$ cat src/rtl/muldiv_defs.sv
// Shared definitions for the RV32M iterative multiply/divide unit:
// operand width, funct3 operation encodings and FSM state encodings.
package muldiv_defs;

    localparam int XLEN = 32;

    localparam logic [2:0] OP_MUL    = 3'b000;
    localparam logic [2:0] OP_MULH   = 3'b001;
    localparam logic [2:0] OP_MULHSU = 3'b010;
    localparam logic [2:0] OP_MULHU  = 3'b011;
    localparam logic [2:0] OP_DIV    = 3'b100;
    localparam logic [2:0] OP_DIVU   = 3'b101;
    localparam logic [2:0] OP_REM    = 3'b110;
    localparam logic [2:0] OP_REMU   = 3'b111;

    typedef enum logic [1:0] {
        IDLE   = 2'd0,
        CALC   = 2'd1,
        FINISH = 2'd2
    } state_t;

endpackage

$ cat src/rtl/muldiv_unit.sv
// Iterative RV32M multiply/divide unit: 32 shift-add or restoring-divide steps
// on a shared 64-bit shift register, fixed 33-cycle latency, one op in flight.
module muldiv_unit
    import muldiv_defs::*;
(
    input  logic            clk,
    input  logic            rst,
    input  logic            start,
    input  logic [2:0]      op,
    input  logic [XLEN-1:0] rs1_data,
    input  logic [XLEN-1:0] rs2_data,
    input  logic [4:0]      rd_in,
    output logic            busy,
    output logic            done,
    output logic [XLEN-1:0] result,
    output logic [4:0]      rd_out
);

    state_t          state;
    state_t          next_state;
    logic [2:0]      op_q;
    logic [4:0]      rd_q;
    logic [4:0]      count;
    logic [XLEN-1:0] opnd;
    logic [63:0]     acc;
    logic            neg_q;
    logic            neg_r;

    logic            a_signed;
    logic            b_signed;
    logic            a_neg;
    logic            b_neg;
    logic [XLEN-1:0] a_mag;
    logic [XLEN-1:0] b_mag;
    logic [32:0]     add_sum;
    logic [32:0]     sub_diff;
    logic [63:0]     prod_fix;
    logic [XLEN-1:0] quot_fix;
    logic [XLEN-1:0] rem_fix;
    logic [XLEN-1:0] fin_result;

    assign busy = (state != IDLE);

    always_ff @(posedge clk) begin
        if (!rst) begin
            state <= IDLE;
        end else begin
            state <= next_state;
        end
    end

    always_comb begin
        next_state = state;
        case (state)
            IDLE:    if (start) next_state = CALC;
            CALC:    if (count == 5'd31) next_state = FINISH;
            FINISH:  next_state = IDLE;
            default: next_state = IDLE;
        endcase
    end

    // Operand signedness per funct3; a negative signed operand is stored as its magnitude.
    always_comb begin
        a_signed = 1'b0;
        b_signed = 1'b0;
        case (op)
            OP_MULH, OP_DIV, OP_REM: begin
                a_signed = 1'b1;
                b_signed = 1'b1;
            end
            OP_MULHSU: a_signed = 1'b1;
            default: begin
                a_signed = 1'b0;
                b_signed = 1'b0;
            end
        endcase
        a_neg = a_signed & rs1_data[XLEN-1];
        b_neg = b_signed & rs2_data[XLEN-1];
        a_mag = a_neg ? (~rs1_data + 32'd1) : rs1_data;
        b_mag = b_neg ? (~rs2_data + 32'd1) : rs2_data;
    end

    assign add_sum  = {1'b0, acc[63:32]} + {1'b0, opnd};
    assign sub_diff = acc[63:31] - {1'b0, opnd};

    // Signed overflow (-2^31 / -1) falls out of the magnitude datapath as
    // quotient 0x80000000 and remainder 0; only divide-by-zero needs an override.
    always_comb begin
        prod_fix   = neg_q ? (~acc + 64'd1) : acc;
        quot_fix   = neg_q ? (~acc[31:0] + 32'd1) : acc[31:0];
        rem_fix    = neg_r ? (~acc[63:32] + 32'd1) : acc[63:32];
        fin_result = '0;
        case (op_q)
            OP_MUL:                        fin_result = prod_fix[31:0];
            OP_MULH, OP_MULHSU, OP_MULHU:  fin_result = prod_fix[63:32];
            OP_DIV, OP_DIVU:               fin_result = (opnd == '0) ? '1 : quot_fix;
            OP_REM, OP_REMU:               fin_result = rem_fix;
            default:                       fin_result = '0;
        endcase
    end

    // Multiply keeps the multiplicand in opnd and the multiplier in acc[31:0];
    // divide keeps the divisor in opnd and the dividend in acc[31:0].
    always_ff @(posedge clk) begin
        if (!rst) begin
            op_q   <= '0;
            rd_q   <= '0;
            count  <= '0;
            opnd   <= '0;
            acc    <= '0;
            neg_q  <= 1'b0;
            neg_r  <= 1'b0;
            result <= '0;
            rd_out <= '0;
            done   <= 1'b0;
        end else begin
            done <= 1'b0;
            case (state)
                IDLE: begin
                    if (start) begin
                        op_q  <= op;
                        rd_q  <= rd_in;
                        count <= '0;
                        opnd  <= op[2] ? b_mag : a_mag;
                        acc   <= {32'd0, (op[2] ? a_mag : b_mag)};
                        neg_q <= a_neg ^ b_neg;
                        neg_r <= a_neg;
                    end
                end
                CALC: begin
                    count <= count + 5'd1;
                    if (op_q[2]) begin
                        if (!sub_diff[32]) begin
                            acc <= {sub_diff[31:0], acc[30:0], 1'b1};
                        end else begin
                            acc <= {acc[62:0], 1'b0};
                        end
                    end else begin
                        if (acc[0]) begin
                            acc <= {add_sum, acc[31:1]};
                        end else begin
                            acc <= {1'b0, acc[63:1]};
                        end
                    end
                end
                FINISH: begin
                    result <= fin_result;
                    rd_out <= rd_q;
                    done   <= 1'b1;
                end
                default: begin
                    done <= 1'b0;
                end
            endcase
        end
    end

endmodule

$ cat config.mk
export PLATFORM = sky130hd
export DESIGN_NAME = muldiv_unit
export DESIGN_NICKNAME = d
export VERILOG_FILES = /design/src/rtl/muldiv_defs.sv /design/src/rtl/muldiv_unit.sv
export SDC_FILE = /design/constraint.sdc
export NUM_CORES = 1
export LEC_CHECK = 0
export CAP_MARGIN = 10
export CORE_AREA = 2 2 186 188
export DETAILED_ROUTE_END_ITERATION = 8
export DIE_AREA = 0 0 188 190
export PLACE_DENSITY_LB_ADDON = 0.08
export SLEW_MARGIN = 5
export SYNTH_ARGS = -nofsm -noshare
export SYNTH_HDL_FRONTEND = slang
export SYNTH_SLANG_ARGS = --single-unit
$ cat constraint.sdc
create_clock -name clk -period 5.8 [get_ports clk]
set_clock_uncertainty 0.15 [all_clocks]
set_input_delay 1.16 -clock clk [delete_from_list [all_inputs] [get_ports clk]]
set_output_delay 1.16 -clock clk [all_outputs]
set_load 0.05 [all_outputs]
# After elaboration in Yosys (flattened, before gate mapping)
# Cells that the tools add are included.
[totals]
register_bits = 151
[op_classes]
add_sub_neg = 8
eq_ne = 16
mux = 22
bitwise = 8
n_reduce_logical = 13
[ops]
columns = ["op", "count"]
rows = [
  ["$mux 64", 5],
  ["$mux 32", 7],
  ["$add 32x1->32 const B", 4],
  ["$not 32->32", 4],
  ["$pmux 32 s4", 1],
  ["$pmux 64 s2", 1],
  ["$add 64x1->64 const B", 1],
  ["$not 64->64", 1],
  ["$add 32x32->33", 1],
  ["$sub 33x32->33", 1],
  ["$logic_not 32->1", 1],
  ["$eq 3x3->1 const B", 6],
  ["$pmux 5 s2", 1],
  ["$eq 3x2->1 const B", 3],
  ["$eq 3x1->1 const B", 2],
  ["$reduce_and 2->1", 3],
  ["$reduce_or 3->1", 2],
  ["$add 5x1->5 const B", 1],
  ["$eq 5x5->1 const B", 1],
  ["$mux 5", 1],
  ["$mux 2", 2],
  ["$ne 2x2->1 const B", 2],
  ["$pmux 2 s2", 1],
  ["$reduce_bool 2->1", 2],
  ["9 further kinds", 13],
]

# Longest topological paths before layout
# Gate-level depths: netlist (run 1).
[logic_depth]
depth_word = 8
mapped_depth = 14
mapped_depth_nobuf = 13

# Worst setup path after synthesis (run 1)
# OpenSTA, ideal clock, no wires.
[synth_timing]
path_type = "input to register"
from = "in rs2_data[13]"
to = "reg acc[25]"
arrival_ns = 3.972
setup_slack_ns = 1.608
stages = 10
path_buffers = 0
path_cell_list = "or4_1 or3_1 or4_1 or4_1 o41ai_2 xnor2_1 nor2_1 a211oi_1 a21oi_1 a21oi_1"
[synth_via]
elab_chain_cells = 6
[synth_rtl]
columns = ["element", "line", "rtl"]
rows = [
  ["from (decl)", "muldiv_unit.sv:11", "input logic [XLEN-1:0] rs2_data,"],
  ["$not 32->32", "muldiv_unit.sv:80", "b_mag = b_neg ? (~rs2_data + 32'd1) : rs2_data;"],
  ["$add 32x1->32", "muldiv_unit.sv:80", ""],
  ["$mux 32", "muldiv_unit.sv:80", ""],
  ["$mux 32", "muldiv_unit.sv:125", "acc <= {32'd0, (op[2] ? a_mag : b_mag)};"],
  ["$mux 64", "muldiv_unit.sv:120", "if (start) begin"],
  ["$pmux 64 s2", "muldiv_unit.sv:118", "case (state)"],
  ["to (signal assigned)", "muldiv_unit.sv:125", ""],
  ["to (signal assigned)", "muldiv_unit.sv:134", "acc <= {sub_diff[31:0], acc[30:0], 1'b1};"],
  ["to (signal assigned)", "muldiv_unit.sv:136", "acc <= {acc[62:0], 1'b0};"],
  ["to (decl)", "muldiv_unit.sv:25", "logic [63:0] acc;"],
]
# No other way between the ends. The select of a mux whose other input is x is not followed.
# A chain may end at the register's enable or synchronous reset.

# Final worst setup path (run 1)
[layout_timing]
from = "in rs2_data[11]"
to = "reg acc[25]"
# The elaborated chain is that of the path after synthesis.

==> run_results.csv, run 1 <==
group,metric,value,unit
clock_tree,insertion_delay,0.46,ns
finish,multiInputGateArea,0.0111,mm²
global_route,antenna_found_initial,1,
finish,fillerInstances,3422,
setup_path,start_kind,"input port",
route,m1WireLength,25.5,mm
synthesis,synthTopCellsByArea,"dfxtp_1 20%, nand2_1 7.1%, a21oi_1 6.3%",
finish,final_nets,2253,
setup_path,cp-end-kind,"flip-flop",
placement,dp_hpwl,42.9,mm
clock_tree,cts_made_buffers,17,
route,ant_nets,0,
synthesis,synth_top_family_by_area,"compound AO/OA/AOI/OAI gates",
placement,port_buffers,113,
global_route,grt_remaining_overflow,0,
synthesis,synth_adder_area_share,6.11,%
global_route,grt_pass1_vias,14900,
global_route,grt_first_pass_wirelength,87.4,mm
synthesis,ys_seq_area_share,20.2,%
synthesis,ys_types,83,
power,p_comb_share,37.5,%
clock_tree,path_clk_slew,0.07,ns
route,drtPass1Iterations,5,
power,leakage,6.51,nW
synthesis,ys_seq_elements,151,
synthesis,syn_inst,2105,
sta,worst_pin_slew,1.11,ns
clock_tree,clkSinkCount,151,
global_route,grt_max_degree,74,
placement,place_congestion,0.935,
sta,slew_headroom,26.1,%
synthesis,synth_xor_area_share,9.81,%
die,die_height,190,µm
clock_tree,cts_tree,"built",
finish,antenna_cells,0,
synthesis,synthSimpleGateAreaFrac,22.9,%
route,top_layer,"met5",
synthesis,synth_compound_area_share,30.1,%
flow_run,drv_cap,0,
sta,post-route-period-util,77.0,%
power,finalPower,3.77,mW
setup_path,crit_fanout,5,
finish,seq_area,0.00303,mm²
clock_tree,clk_path_buf_depth,2,
route,drt_iter0_markers,1445,
sta,setup-tns-final,0,ns
die,io-pin-count,114,
sta,finalHoldViolCount,0,
clock_tree,cts-root-buf,"clkbuf_16",
synthesis,yosysTopAreaCell,"dfxtp_1",
power,switching_power,1.55,mW
route,wirelength,57.0,mm
finish,syn_to_final_growth,12.6,%
route,wl_per_cell,22.1,µm
synthesis,synth_top_area_share,20.2,%
power,clockPowerShare,30.2,%
min_path,hp-class,"reg2reg",
route,dr_wl_met3,3.88,mm
synthesis,ys.flop_type,"dfxtp_1",
sta,post-route-min-period,4.47,ns
route,vias,15900,
sta,rsz0062_at_grt,"no",
power,p_seq_share,32.3,%
setup_path,criticalPathCategory,"in2reg",
sta,fin_hold_ws,0.293,ns
synthesis,syn-num-nets,2252,
clock_tree,cts_max_level,4,
clock_tree,cts_setup_buffers,0,
synthesis,ys_warn_count,0,
die,dieWidth,188,µm
die,coreArea,0.0339,mm²
power,irDropWorstVdd,0.221,mV
route,viasPerCell,6.19,
synthesis,synth_edf_count,0,
die,dieArea,0.0357,mm²
run_status,outcome,"completed",
die,start_util,44.2,%
clock_tree,ctsHoldBuffers,0,
route,drc,0,
clock_tree,ctsResizeCount,0,
finish,drive_gt1_share,5.33,%
sta,fmax,224,MHz
die,fp-row-count,68,
global_route,grt.total_usage,31.6,%
synthesis,avgSynthCellArea,7.12,µm²
setup_path,critPathRequiredTime,6.03,ns
power,swShare,41.1,%
synthesis,async_flop_share,0,%
synthesis,synth_mux_area_share,5.25,%
power,intPower,2.22,mW
sta,finalSetupViolations,0,
power,power_density,223,mW/mm²
route,met2_length,25.6,mm
setup_path,worst_ep_arrival_time,4.70,ns
sta,slew_violations,0,
synthesis,syn-cell-area,0.0150,mm²
state kept, by name, summed over array words and instances (netlist names):
signal  cells
opnd       32
count       5
done        1
neg_q       1
neg_r       1
state       2
op_q        3
result     32
acc        64
rd_out      5
rd_q        5
per-stage QoR:
stage | util, % | instance area (µm²) | setup slack (ns) | std cells
final | 49.7 | 16900 | 1.33 | 2574
after global routing | 49.7 | 16900 | 1.17 | 2574
after CTS | 49.7 | 16900 | 1.37 | 2574
after detailed placement | 48.0 | 16300 | 0.913 | 2542
after global placement | 48.0 | 16300 | 0.911 | 2542
after floorplan | - | 15000 | 1.61 | 2105
routing by layer:
layer,vias up,global-route usage [%]
met2,594,50.8
li1,7663,-
met1,7574,42.0
met3,88,5.59
met5,-,0
met4,2,12.3
power groups by stage:
stage / registers [mW] / logic [mW] / clock network (mW)
after floorplan: 1.16 / 1.01 / 0
after CTS: 1.21 / 1.39 / 1.15
final: 1.22 / 1.42 / 1.14
after global routing: 1.22 / 1.55 / 1.20
after detailed placement: 1.24 / 1.38 / 0
after global placement: 1.24 / 1.37 / 0
area by class of cell:
| type | count | share of cell area [%] |
|---|---|---|
| Clock inverter | 14 | 0.800 |
| Tap cell | 455 | 3.37 |
| Timing Repair Buffer | 140 | 7.84 |
| Multi-Input combinational cell | 1733 | 66.0 |
| Inverter | 63 | 1.40 |
| Sequential cell | 151 | 17.9 |
| Clock buffer | 18 | 2.67 |
synthesized netlist by cell type, types with 10 or more instances:
library cell,n
nand2_1,282
a21oi_1,189
o21ai_0,163
dfxtp_1,151
nor2_1,144
clkbuf_1,136
xnor2_1,101
ha_1,70
xor2_1,67
mux2i_1,64
inv_1,61
nor3_1,43
o211ai_1,39
nand3_1,35
o31ai_1,33
a21boi_0,31
a21o_1,30
a211oi_1,29
and3_1,29
nor4_1,26
nor2b_1,25
and2_1,24
o221ai_1,23
or3_1,23
a31oi_1,20
or4_1,19
nand2b_1,18
o21a_1,17
a22o_1,14
a221oi_1,13
mux2_2,13
nand4_1,12
o21ai_1,12
or2_2,12
buf_2,11
o41ai_1,10
cell usage in the layout (no fill, tap or decap), types with 33 or more instances in the layout:
cell type / Yosys / layout
o21ai_0: 163 / 163
clkdlybuf4s50_1: 0 / 111
dfxtp_1: 151 / 149
nor2_1: 144 / 144
xnor2_1: 101 / 101
o31ai_1: 33 / 33
nand3_1: 35 / 35
nand2_1: 282 / 281
mux2i_1: 64 / 64
a21oi_1: 189 / 189
ha_1: 70 / 70
xor2_1: 67 / 67
o211ai_1: 39 / 39
inv_1: 61 / 61
nor3_1: 43 / 42
logic make-up (layout without fill, tap and decap cells):
logic type	after synthesis	in the layout
simple gates	719	719
compound gates	697	697
buf+inv	221	235
xor+xnor	168	168
flops	151	151
mux	77	77
fa+ha+maj	72	72
worst max-delay path: stages:
cell,delay [ns]
clkdlybuf4s50_1,0.47
or4_1,0.57
or3_1,0.35
or4_1,0.55
or4_1,0.62
o41ai_2,0.28
xnor2_1,0.18
nor2_1,0.06
a211oi_1,0.22
a21oi_1,0.06
a21oi_1,0.16
worst paths after layout:
kind	endpoint	slack (ns)	start	cells past startpoint
setup / recovery	acc[25]$_SDFFE_PN0P_	1.33	rs2_data[11]	11
hold / removal	result[5]$_SDFFE_PN0P_	0.29	result[5]$_SDFFE_PN0P_	2
setup reg to reg	acc[44]$_SDFFE_PN0P_	1.49	acc[32]$_SDFFE_PN0P_	12
hold reg to reg	result[5]$_SDFFE_PN0P_	0.29	result[5]$_SDFFE_PN0P_	2
Note: power is estimated with default switching activity, not from simulation.
==> inputs of run 2 (changes only) <==
- clock period: 5.8 -> 3.8 ns (I/O delays scaled with it)
==> run_results.csv, run 2 (synthesis gave the netlist of run 1 again) <==
group,metric,value,unit
run_status,outcome,"completed",
route,drc,0,
min_path,hp-class,"reg2reg",
min_path,holdPathStages,2,
global_route,grt_max_degree,88,
finish,drive_gt1_share,13.7,%
sta,worst_pin_slew,0.819,ns
min_path,worstHoldEndpoint,"result[5]$_SDFFE_PN0P_",
sta,rsz0062_at_grt,"no",
sta,finalHoldViolCount,0,
route,wirelength,60.4,mm
die,fp-row-count,68,
power,irDropWorstVdd,0.335,mV
finish,final_nets,2430,
finish,post-route-util,54.2,%
finish,final_cell_mix,"281 x nand2_1, 199 x buf_4, 186 x a21oi_1, 158 x o21ai_0, 148 x dfxtp_1",
route,drtPass1Iterations,5,
die,start_util,44.2,%
finish,final_common_cell,"nand2_1",
setup_path,critPathRequiredTime,4.01,ns
setup_path,worst_ep_arrival_time,3.85,ns
placement,dp_hpwl,46.4,mm
global_route,grt.total_usage,33.1,%
sta,slew_violations,0,
clock_tree,insertion_delay,0.46,ns
die,io-pin-count,114,
min_path,min_from,"result[5]$_SDFFE_PN0P_",
die,dieWidth,188,µm
finish,syn_to_final_growth,22.8,%
placement,dp_cells,2709,
setup_path,r2r-end,"result[19]$_SDFFE_PN0P_",
sta,post-route-period-util,95.9,%
clock_tree,path_clk_slew,0.08,ns
finish,top_regs,"acc x64, opnd x32, result x32",
global_route,grt_remaining_overflow,0,
placement,place_congestion,0.978,
global_route,grt_first_pass_wirelength,91.1,mm
clock_tree,cts_made_buffers,17,
setup_path,criticalPathCategory,"reg2reg",
clock_tree,cts_tree,"built",
sta,slew_headroom,45.3,%
flow_run,drv_cap,0,
route,wl_per_cell,21.9,µm
setup_path,reg2reg_from,"acc[8]$_SDFFE_PN0P_",
finish,largest_register,"acc",
die,die_height,190,µm
power,leakage,7.47,nW
power,power_density,334,mW/mm²
sta,post-route-min-period,3.65,ns
sta,finalSetupViolations,0,
finish,design_area,0.0184,mm²
global_route,grt_pass1_vias,15600,
route,ant_nets,0,
sta,fmax,274,MHz
setup_path,cp-end-kind,"flip-flop",
clock_tree,cts-root-buf,"clkbuf_16",
die,coreArea,0.0339,mm²
setup_path,start_kind,"flip-flop",
clock_tree,clkSinkCount,151,
global_route,antenna_found_initial,2,
finish,largest_reg_flops,64,
finish,fin_cells,2752,
setup_path,reg2reg_depth,9,
clock_tree,clk_path_buf_depth,2,
route,viasPerCell,6.10,
placement,place_area,0.0176,mm²
route,drt_iter0_markers,1436,
placement,port_buffers,113,
route,vias,16800,
setup_path,crit_fanout,8,
clock_tree,cts_max_level,4,
die,dieArea,0.0357,mm²
setup_path,rrSetupSlack,0.15,ns
## run 2: timing repair
action	4_1_cts	5_1_grt
gates resized for setup	5	37
gates cloned	2	0
hold buffers	0	0
pin swaps	6	14
buffers inserted	2	6
endpoints found under the setup margin	14	41
## run 2: final cells by class
| type | count | area, µm² |
|---|---|---|
| fill | 3345 | 15500 |
| inverter | 63 | 236 |
| sequential | 151 | 3030 |
| antenna | 1 | 2.50 |
| clock inverter | 14 | 148 |
| multi-input combinational | 1733 | 11300 |
| tap | 455 | 569 |
| timing repair buffer | 317 | 2720 |
| clock buffer | 18 | 450 |
## run 2: routing by layer
layer / GRT usage (%) / vias to the layer above / wire [µm]
li1: - / 7995 / -
met1: 43.0 / 7896 / 25700
met2: 51.3 / 746 / 26000
met3: 7.30 / 155 / 5560
met4: 17.8 / 2 / 3120
met5: 0 / - / 8
## run 2: metrics by stage
stage	total power, mW	hold WS, ns	TNS (ns)	worst slack (ns)
2_1_floorplan	3.32	0.274	0	0.00804
3_3_place_gp	4.22	0.281	-6.60	-0.526
3_5_place_dp	4.23	0.284	-7.74	-0.605
4_1_cts	6.07	0.292	0	0.0128
5_1_grt	6.42	0.325	0	0.0238
6_report	6.15	0.289	0	0.155
## run 2: how the worst max path moves through the flow
stage	from	to
3_3_place_gp	rs2_data[13]	opnd[29]$_SDFFE_PN0P_
4_1_cts	acc[31]$_SDFFE_PN0P_	acc[33]$_SDFFE_PN0P_
3_5_place_dp	rs2_data[13]	opnd[25]$_SDFFE_PN0P_
6_report	acc[8]$_SDFFE_PN0P_	result[19]$_SDFFE_PN0P_
2_1_floorplan	rs2_data[13]	acc[25]$_SDFFE_PN0P_
5_1_grt	opnd[19]$_SDFFE_PN0P_	acc[54]$_SDFFE_PN0P_
## run 2: worst max-delay path, stage by stage, from the launching register on
cell       delay, ns
dfxtp_1         0.31
or4_4           0.56
or4_4           0.46
or4_1           0.49
or2_1           0.41
o21ai_1         0.20
a22oi_1         0.10
a2111oi_0       0.59
buf_4           0.22
nor2_1          0.04
## run 2: where the power goes
group / switching [mW] / leakage, nW / internal (mW)
logic: 1.53 / 5.95 / 1.02
clock network: 0.834 / 0.297 / 0.971
registers: 0.125 / 1.23 / 1.67
total: 2.48 / 7.47 / 3.66
